$ cat src/rtl/retrosoc_rst_seq.sv
// rtl/retrosoc_rst_seq.sv - board/PLL reset sequencer with ordered core and peripheral release
module retrosoc_rst_seq #(
   parameter int SYNC_STAGES  = 2,
   parameter int LOCK_STABLE  = 64,
   parameter int HOLD_CYCLES  = 1024,
   parameter int PERIPH_DELAY = 16,
   parameter int CNT_W        = 16
) (
   input  logic       clk_i,
   input  logic       rst_n_i,
   input  logic       pll_locked_i,
   input  logic       sw_rst_req_i,
   input  logic       wdt_rst_req_i,
   output logic       sys_rst_n_o,
   output logic       periph_rst_n_o,
   output logic [2:0] rst_cause_o,
   output logic       rst_busy_o
);

   localparam logic [1:0] S_WAIT_LOCK = 2'd0;
   localparam logic [1:0] S_HOLD      = 2'd1;
   localparam logic [1:0] S_REL_CORE  = 2'd2;
   localparam logic [1:0] S_RUN       = 2'd3;

   localparam logic [2:0] CAUSE_POR = 3'b001;
   localparam logic [2:0] CAUSE_SW  = 3'b010;
   localparam logic [2:0] CAUSE_WDT = 3'b100;

   // Terminal counts: every transition is an equality match on the count.
   localparam logic [CNT_W-1:0] LOCK_LAST   = CNT_W'(LOCK_STABLE - 1);
   localparam logic [CNT_W-1:0] HOLD_LAST   = CNT_W'(HOLD_CYCLES - 1);
   localparam logic [CNT_W-1:0] PERIPH_LAST = CNT_W'(PERIPH_DELAY - 1);

   logic [SYNC_STAGES-1:0] rst_sync_q;
   logic [SYNC_STAGES-1:0] lock_sync_q;
   logic                   rst_int_n;
   logic                   lock_s;

   logic [1:0]       state_q, state_d;
   logic [CNT_W-1:0] cnt_q, cnt_d;
   logic [2:0]       cause_q, cause_d;
   logic             sys_rst_n_q;
   logic             periph_rst_n_q;
   logic             busy_q;

   // Reset release synchroniser: cleared asynchronously, shifts in 1 on each clock.
   always_ff @(posedge clk_i or negedge rst_n_i) begin
      if (!rst_n_i) rst_sync_q <= '0;
      else          rst_sync_q <= {rst_sync_q[SYNC_STAGES-2:0], 1'b1};
   end

   // Lock synchroniser: the wizard lock is asynchronous to clk_i.
   always_ff @(posedge clk_i or negedge rst_n_i) begin
      if (!rst_n_i) lock_sync_q <= '0;
      else          lock_sync_q <= {lock_sync_q[SYNC_STAGES-2:0], pll_locked_i};
   end

   assign rst_int_n = rst_sync_q[SYNC_STAGES-1];
   assign lock_s    = lock_sync_q[SYNC_STAGES-1];

   // Sequencer next state; held at reset values until the synchronised release.
   always_comb begin
      state_d = state_q;
      cnt_d   = cnt_q;
      cause_d = cause_q;
      if (rst_int_n) begin
         case (state_q)
            S_WAIT_LOCK: begin
               if (!lock_s) begin
                  cnt_d = '0;
               end else if (cnt_q == LOCK_LAST) begin
                  state_d = S_HOLD;
                  cnt_d   = '0;
               end else begin
                  cnt_d = cnt_q + 1'b1;
               end
            end
            S_HOLD: begin
               if (!lock_s) begin
                  state_d = S_WAIT_LOCK;
                  cnt_d   = '0;
               end else if (cnt_q == HOLD_LAST) begin
                  state_d = S_REL_CORE;
                  cnt_d   = '0;
               end else begin
                  cnt_d = cnt_q + 1'b1;
               end
            end
            default: begin
               // REL_CORE and RUN: re-entry priority is lock loss, then wdt, then sw.
               if (!lock_s) begin
                  state_d = S_WAIT_LOCK;
                  cnt_d   = '0;
                  cause_d = CAUSE_POR;
               end else if (wdt_rst_req_i) begin
                  state_d = S_HOLD;
                  cnt_d   = '0;
                  cause_d = CAUSE_WDT;
               end else if (sw_rst_req_i) begin
                  state_d = S_HOLD;
                  cnt_d   = '0;
                  cause_d = CAUSE_SW;
               end else if (state_q == S_REL_CORE) begin
                  if (cnt_q == PERIPH_LAST) begin
                     state_d = S_RUN;
                     cnt_d   = '0;
                  end else begin
                     cnt_d = cnt_q + 1'b1;
                  end
               end
            end
         endcase
      end
   end

   // State, counter and cause registers.
   always_ff @(posedge clk_i or negedge rst_n_i) begin
      if (!rst_n_i) begin
         state_q <= S_WAIT_LOCK;
         cnt_q   <= '0;
         cause_q <= CAUSE_POR;
      end else begin
         state_q <= state_d;
         cnt_q   <= cnt_d;
         cause_q <= cause_d;
      end
   end

   // Outputs registered from the next state so they change on the transition edge.
   always_ff @(posedge clk_i or negedge rst_n_i) begin
      if (!rst_n_i) begin
         sys_rst_n_q    <= 1'b0;
         periph_rst_n_q <= 1'b0;
         busy_q         <= 1'b1;
      end else begin
         sys_rst_n_q    <= (state_d == S_REL_CORE) || (state_d == S_RUN);
         periph_rst_n_q <= (state_d == S_RUN);
         busy_q         <= (state_d != S_RUN);
      end
   end

   assign sys_rst_n_o    = sys_rst_n_q;
   assign periph_rst_n_o = periph_rst_n_q;
   assign rst_cause_o    = cause_q;
   assign rst_busy_o     = busy_q;

endmodule

$ cat config.mk
export PLATFORM = sky130hd
export DESIGN_NAME = retrosoc_rst_seq
export DESIGN_NICKNAME = d
export VERILOG_FILES = /design/src/rtl/retrosoc_rst_seq.sv
export SDC_FILE = /design/constraint.sdc
export NUM_CORES = 1
export LEC_CHECK = 0
export ABC_AREA = 1
export CORE_ASPECT_RATIO = 2
export CORE_MARGIN = 4
export CORE_UTILIZATION = 45
export CTS_CLUSTER_DIAMETER = 50
export CTS_CLUSTER_SIZE = 30
export DETAILED_ROUTE_END_ITERATION = 10
export MAX_ROUTING_LAYER = met4
export PLACE_DENSITY = 0.62
export RECOVER_POWER = 25
export SLEW_MARGIN = 20
export SYNTH_ARGS = -nofsm -noshare
export SYNTH_HDL_FRONTEND = slang
export SYNTH_SLANG_ARGS = --single-unit
$ cat constraint.sdc
create_clock -name clk_i -period 3.5 [get_ports clk_i]
set_input_delay 0.7 -clock clk_i [delete_from_list [all_inputs] [get_ports clk_i]]
set_output_delay 0.7 -clock clk_i [all_outputs]
set_load 0.01 [all_outputs]
# ---- Yosys cells after proc, flatten, opt, wreduce, memory -nomap -nowiden
# Index checks and enable logic that the tools add are counted.
dict set report word_totals {
  ff_bits 28
  latchBits 0
  ram_bits 0
  mem_bits_ro 0
  inputBits 5
  out_inout_bits 6
  word_cells 49
  n_memories 0
}
dict set report op_classes {
  n_addsub 1
  mul 0
  div_mod_pow 0
  order_cmp 0
  eq_ne 10
  shifts 0
  muxes 24
  n_bitwise 1
  reduce_logical 5
}
# op count
set op_table {}
lappend op_table {{two-way mux 16 bit} 9}
lappend op_table {{one-hot mux 16 bit (2 select lines)} 1}
lappend op_table {{two-way mux 2 bit} 10}
lappend op_table {{adder 16 x 1 -> 16 bit, second input constant} 1}
lappend op_table {{equality test 16 x 10 -> 1 bit, second input constant} 1}
lappend op_table {{equality test 16 x 4 -> 1 bit, second input constant} 1}
lappend op_table {{equality test 16 x 6 -> 1 bit, second input constant} 1}
lappend op_table {{two-way mux 3 bit} 3}
lappend op_table {{equality test 2 bit, second input constant} 3}
lappend op_table {{!= test 6 x 3 -> 1 bit, second input constant} 1}
lappend op_table {{one-hot mux 2 bit (2 select lines)} 1}
lappend op_table {{!= test 3 bit, second input constant} 1}
lappend op_table {{AND reduction 3 bit} 1}
lappend op_table {{equality test 2 x 1 -> 1 bit, second input constant} 1}
lappend op_table {{zero test 2 bit} 1}
lappend op_table {{!= test 2 bit, second input constant} 1}
lappend op_table {{AND reduction 2 bit} 1}
lappend op_table {{OR reduction 2 bit} 1}
lappend op_table {{logical OR 1 bit} 1}
lappend op_table {{NOT 1 bit} 1}

# ---- Longest topological paths before layout
# Gate-level depths: netlist of run 1.
dict set report logic_depth {
  depth_word 10
  depth_mapped 10
  mapped_depth_nobuf 10
}

# ---- Worst setup path after synthesis of run 1
# OpenSTA, ideal clock, no wires.
dict set report synth_path {
  kind {input port to flip-flop}
  start {input port wdt_rst_req_i}
  end {register cnt_q[7]}
  setup_time_ps 126
  arrival_ps 1479
  required_ps 3374
  slack_ps 1895
  stages 9
  path_buffers 1
  cell_sequence {inv_1 > nand2_1 > nor2_2 > nand2_1 > nand2_2 > buf_2 > o21bai_1 > o21ai_0 > a21oi_2}
}
dict set report synth_between {
  elab_chain_cells 3
  elab_cells_between_ends 5
  classes_between {eq/ne (1); mux (3); reduce/logical (1)}
}
# element line_no
set synth_rtl {}
lappend synth_rtl {{start: declaration} 13} ;# input logic wdt_rst_req_i,
lappend synth_rtl {{two-way mux 16 bit} 95} ;# end else if (wdt_rst_req_i) begin
lappend synth_rtl {{two-way mux 16 bit} 91} ;# if (!lock_s) begin
lappend synth_rtl {{one-hot mux 16 bit (2 select lines)} 67} ;# case (state_q)
lappend synth_rtl {{end signal: assignment} 124} ;# cnt_q <= cnt_d;
lappend synth_rtl {{end: declaration} 40} ;# logic [CNT_W-1:0] cnt_q, cnt_d;
# Several ways; a longest one is shown, not always the timed one.
# A chain may end at the register's enable or synchronous reset.

# ---- Final worst setup path of run 1
dict set report layout_path {
  start {input port wdt_rst_req_i}
  end {register cnt_q[10]}
}
# The elaborated chain is that of the path after synthesis.

==> run metrics, run 1 <==
outcome finished, violations left; failing checks capacitance limit; first-pass GRT wire length 6555 um; largest net degree at the start of global routing 29; Clock Path Buffers 2; height of the die 93.38 um; Setup CP Type in2reg; CTS Root Cell clkbuf_8; clk slew on worst S/H paths 0.10 ns; Worst VDD drop 0.2747 mV; WL final 3731 um; fmax 0.4454 GHz; type of destination of the critical path flop; die extent in x 50.69 um; average routed wire per standard cell 14.19 um; sequential fraction of design power 0.518; Pwr per Cell Area 359.2 nW/um^2; cell family with most CP delay buffers and inverters; gp weighted congestion 0.9003; Worst Path Arrival 2.41 ns; Pleak 0.8100 nW; Sw Pwr 0.0001570 W; ys flop type dfrtp_1; clock skew 0.002941 ns; number of global-route vias before repair 1496; Tightest Hold Check Type reg2reg; cells along the critical path clkdlybuf4s50_1 > inv_1 > nand2_1 > nor2_2 > nand2_1 > nand2_2 > inv_2 > nand2_1 > xor2_1 > a21oi_2; Detail Placement HPWL 2858 um; top-count cell post-synth nand2_1; worst reg2reg path endpoint cnt_q[10]; antenna viol nets, final 0; final worst-path cycle share 0.6415; sequential share of the synthesized area 0.4287; antenna violations before repair 0; worst r2r path cells 8; Max-slew headroom 0.002693; Int Pwr 0.0005036 W; max cap viols 1; CTS Buf Count 3; Final Net Count 222; distinct cell type count after synthesis 33; largest stage delay on the critical path 0.48 ns; cts repair resizes 0; row count 30; commonest cells in the netlist nand2_1, dfrtp_1, nor2_1; Syn Nets 209; Clock power frac 0.391; hold depth 0; Vias/cell 5.251; Ys Warns 0; 1st-pass router iterations 5; Clock Latency Late Sink 0.28 ns; FFs w/ async S/R, synth 1.000; FF-to-FF Start lock_sync_q[1]; Setup-failing EPs final 0; synthesized area 1640 um^2; Area growth, synth to finish 12.13%; WP buf/inv 3; Seq cells post-synth 28; total global routing overflow 0; Syn Inst Count 203; Worst-Margin Slew 1.496 ns; Fin. Hold Viols 0; WHS Endpoint lock_sync_q[1]; synth top area cells dfrtp_1, nand2_1, a21oi_2; RSZ-0062 raised after global routing false; CP required 3.67 ns; core area 3453 um^2; CTS sink cnt 28; Hold Path Origin lock_sync_q[0]; Yosys top cell area share 0.3966; DR vias 1381; cts hold-fix bufs 0; Fin Hold WS 0.3700 ns; I/O Buffers 10; Iter 0 DRT Violations 41; gr usage total 0.1875; Sw Ratio 0.2377; Crit Path Max Fanout 19; TritonCTS clock tree yes; post-CTS setup buffers 0; Synth Area per Inst 8.080 um^2; io pins 11; Startpoint Class primary input; Pwr Total 0.0006607 W; Post-route DRC 0; cell taking the most area after synthesis dfrtp_1; Starting Density 0.4750; Slowest-stage cell, CP clkdlybuf4s50_1; EDFF count, synth 0; max-slew violations 0; # H-tree levels 1; share of post-route cells with drive strength above 1 0.1907; most used cell, CP nand2_1; setup TNS 0 ns; Gate power share 0.091; ant diodes 0; FF-to-FF setup slack 1.71 ns; die area 4733 um^2; post-layout min period 2.245 ns
[state kept, by name, indices dropped and copies added, names as in the netlist]
name / flops
cnt_q: 16
lock_sync_q: 2
periph_rst_n_o: 1
rst_busy_o: 1
rst_cause_o: 3
rst_sync_q: 2
state_q: 2
sys_rst_n_o: 1
[worst max path at each step]
stage,slack (ns),startpoint,end,cells after the start
floorplan,1.90,wdt_rst_req_i,cnt_q[7],9
CTS,1.26,wdt_rst_req_i,cnt_q[10],10
global route,1.01,rst_n_i,cnt_q[10],2
global placement,1.04,wdt_rst_req_i,cnt_q[10],10
finish,1.25,wdt_rst_req_i,cnt_q[10],10
detailed placement,0.96,wdt_rst_req_i,cnt_q[10],10
[cells in the final DEF, fill, tap and decap left out, types with 4 or more instances in the layout]
cell             count
dfrtp_1             26
nor2_2               7
nand3_1             13
a21oi_2             12
clkdlybuf4s50_1      8
nor2_1              20
nand4_1              6
inv_1               18
nand2_1             54
nand2_2              6
xor2_1               5
o21ai_0              4
[logic make-up after synthesis]
| group | share of synthesized area |
|---|---|
| compound gates | 0.1167 |
| fa+ha+maj | 0.007627 |
| flops | 0.4287 |
| buf+inv | 0.07017 |
| simple gates | 0.3425 |
| other cells | 0.002286 |
| xor+xnor | 0.03204 |
[stage by stage]
step | setup WS, ns | area (um^2) | cells | utilization
6_report | 1.255 | 1839 | 263 | 0.5326
5_1_grt | 1.013 | 1839 | 263 | 0.5326
3_3_place_gp | 1.039 | 1772 | 259 | 0.5130
3_5_place_dp | 0.9640 | 1772 | 259 | 0.5130
2_1_floorplan | 1.895 | 1640 | 203 | -
4_1_cts | 1.258 | 1843 | 263 | 0.5337
[per-layer routing]
metal / global-route usage / vias up / routed length (um)
met5: - / - / 0
met4: 0.1258 / 0 / 184
met3: 0.02711 / 15 / 87
met2: 0.3286 / 32 / 2094
met1: 0.1861 / 657 / 1364
li1: - / 677 / -
[final cells by class]
cell class / instances / area, um^2
fill: 353 / 1614
clock buffer: 3 / 41.29
sequential: 28 / 703.2
inverter: 21 / 78.83
timing repair buffer: 11 / 103.9
clock inverter: 1 / 30.03
tap: 48 / 60.06
multi-input combinational: 151 / 822.0
[power groups by stage]
stage,logic (W),registers [W],clock network [W]
floorplan,0.0000464,0.000346,0
global placement,0.0000597,0.000348,0
detailed placement,0.0000620,0.000349,0
CTS,0.0000622,0.000343,0.000264
global route,0.0000676,0.000344,0.000275
finish,0.0000599,0.000343,0.000258
[worst reg2reg max path: cells and delay by family, from the launching register on]
kind            cells  cell delay, ns
xor+xnor            1            0.19
flops               1            0.45
compound gates      1            0.04
simple gates        5            0.62
buf+inv             1            0.39
(Power assumes the default switching activity.)
==> run 2, diff against run 1 <==
clock period = 2.1 ns   (was 3.5 ns; I/O delays follow)
==> run metrics, run 2 (same netlist as run 1, synthesis figures left out) <==
Tightest Hold Check Type reg2reg; max FFs per register 16 (unchanged); I/O Buffers 10 (unchanged); most frequent cells in the layout nand2_1, dfrtp_1, nor2_1; cell family with most CP delay flip-flops; die extent in x 50.69 um (unchanged); Detail Placement HPWL 2967 um (+3.8%); WL final 3745 um (+0.38%); FF/Latch Area 703.2 um^2 (unchanged); cells along the critical path clkdlybuf4s50_1; clk slew on worst S/H paths 0.09 ns (about the same); Hold Path Origin rst_sync_q[0]; antenna violations before repair 0 (unchanged); io pins 11 (unchanged); CTS sink cnt 28 (unchanged); cts repair resizes 0 (unchanged); WHS Endpoint rst_sync_q[1]; met2 usage 0.3504 (+0.02183); row count 30 (unchanged); DP Worst Slack 0.1978 ns (-0.7662 ns); WP buf/inv 1 (-2); Slowest-stage cell, CP dfstp_2; fin area 1833 um^2 (-0.34%); hold depth 0 (unchanged); total global routing overflow 0 (unchanged); FF-to-FF Start cnt_q[0]; gp weighted congestion 0.9405 (+4.5%); Multi-input gate area 822.0 um^2 (unchanged); average routed wire per standard cell 14.13 um (-0.38%); CTS Buf Count 3 (unchanged); share of post-route cells with drive strength above 1 0.2028 (+0.01207); Pwr per Cell Area 529.1 nW/um^2 (+47%); most flop-heavy register cnt_q; max-slew violations 0 (unchanged); final worst-path cycle share 0.8420; # H-tree levels 1 (unchanged); CP required 1.68 ns (-1.99 ns); Final Net Count 225 (+1.4%); core area 3453 um^2 (unchanged); Worst VDD drop 0.3576 mV (+30%); die area 4733 um^2 (unchanged); Fin. Hold Viols 0 (unchanged); fmax 0.5655 GHz; TritonCTS clock tree yes; setup TNS 0 ns (unchanged); Worst Path Arrival 1.35 ns (-1.06 ns); clock skew 0.004097 ns (+0.001155 ns); FF-to-FF setup slack 0.43 ns (-1.28 ns); worst r2r path cells 8 (unchanged); max cap viols 0 (-1); height of the die 93.38 um (unchanged); final worst slack 0.3317 ns (-0.9231 ns); Crit Path Max Fanout 2 (-17); worst reg2reg path endpoint cnt_q[4]; RSZ-0062 raised after global routing false; type of destination of the critical path output port; cts hold-fix bufs 0 (unchanged); GR met3 Demand/Resource 0.02392 (-0.003190); Startpoint Class flop; Setup CP Type reg2out; outcome finished clean; Placed Area 1794 um^2 (+1.3%); gr usage total 0.1873 (about the same); Setup-failing EPs final 0 (unchanged); ant diodes 0 (unchanged); 1st-pass router iterations 4 (-1); Clock Path Buffers 2 (unchanged); fillers 347 (-1.7%); grt met1 use 0.1795 (-0.006607); Area growth, synth to finish 11.75%; post-CTS setup buffers 0 (unchanged); CTS Root Cell clkbuf_8; grt peak-use layer met2; Pleak 0.8133 nW (+0.40%); largest net degree at the start of global routing 29 (unchanged); number of global-route vias before repair 1473 (-1.5%); Clock Latency Late Sink 0.28 ns (about the same); Vias/cell 5.170 (-1.5%); Iter 0 DRT Violations 29 (-29%); largest stage delay on the critical path 0.54 ns (+0.06 ns); DR vias 1370 (-0.80%); Starting Density 0.4750 (unchanged); antenna viol nets, final 0 (unchanged); first-pass GRT wire length 6534 um (-0.32%); post-layout min period 1.768 ns; commonest non-fill, non-tap cell in the layout nand2_1; Max-slew headroom 0.5359 (+0.5332); Worst-Margin Slew 0.6962 ns (-0.7998 ns); Post-route DRC 0 (unchanged)
run 2: changes by cell type in the layout (fill, tap and decap cells not counted), sizes merged:
cell	previous run	this run
buf	0	3
bufinv	1	0
run 2: how the worst max path moves through the flow:
stage              startpoint        endpoint  slack (ns)  cells past startpoint
2_1_floorplan        cnt_q[0]        cnt_q[7]        0.66                      9
3_3_place_gp    wdt_rst_req_i       cnt_q[10]        0.20                     10
3_5_place_dp    wdt_rst_req_i       cnt_q[10]        0.20                     10
4_1_cts        rst_cause_o[0]  rst_cause_o[0]        0.32                      1
5_1_grt        rst_cause_o[0]  rst_cause_o[0]        0.29                      1
6_report       rst_cause_o[0]  rst_cause_o[0]        0.33                      1
run 2: power breakdown:
| part | total (W) | switching, W | leakage [nW] | internal (W) |
|---|---|---|---|---|
| logic | 0.000103 | 0.0000695 | 0.423 | 0.0000334 |
| registers | 0.000571 | 0.0000178 | 0.369 | 0.000554 |
| clock network | 0.000295 | 0.000166 | 0.0216 | 0.000129 |
run 2: metrics by stage:
step,power (W),utilization,instances,hold WS [ns]
floorplan,0.0006543,-,203,0.1244
global placement,0.0006838,0.5196,262,0.3347
detailed placement,0.0006881,0.5196,262,0.3357
CTS,0.0009812,0.5315,265,0.3622
global route,0.001010,0.5308,265,0.3636
finish,0.0009699,0.5308,265,0.3581
run 2: cell type report:
class,instances,share of cell area
Sequential cell,28,0.3836
Tap cell,48,0.03276
Clock buffer,3,0.02253
Multi-Input combinational cell,151,0.4485
Inverter,21,0.04300
Timing Repair Buffer,14,0.06962
run 2: metal layers:
metal | vias to the layer above | wire length, um
met1 | 660 | 1374
li1 | 677 | -
met4 | 0 | 92
met5 | - | 0
met3 | 9 | 96
met2 | 24 | 2182
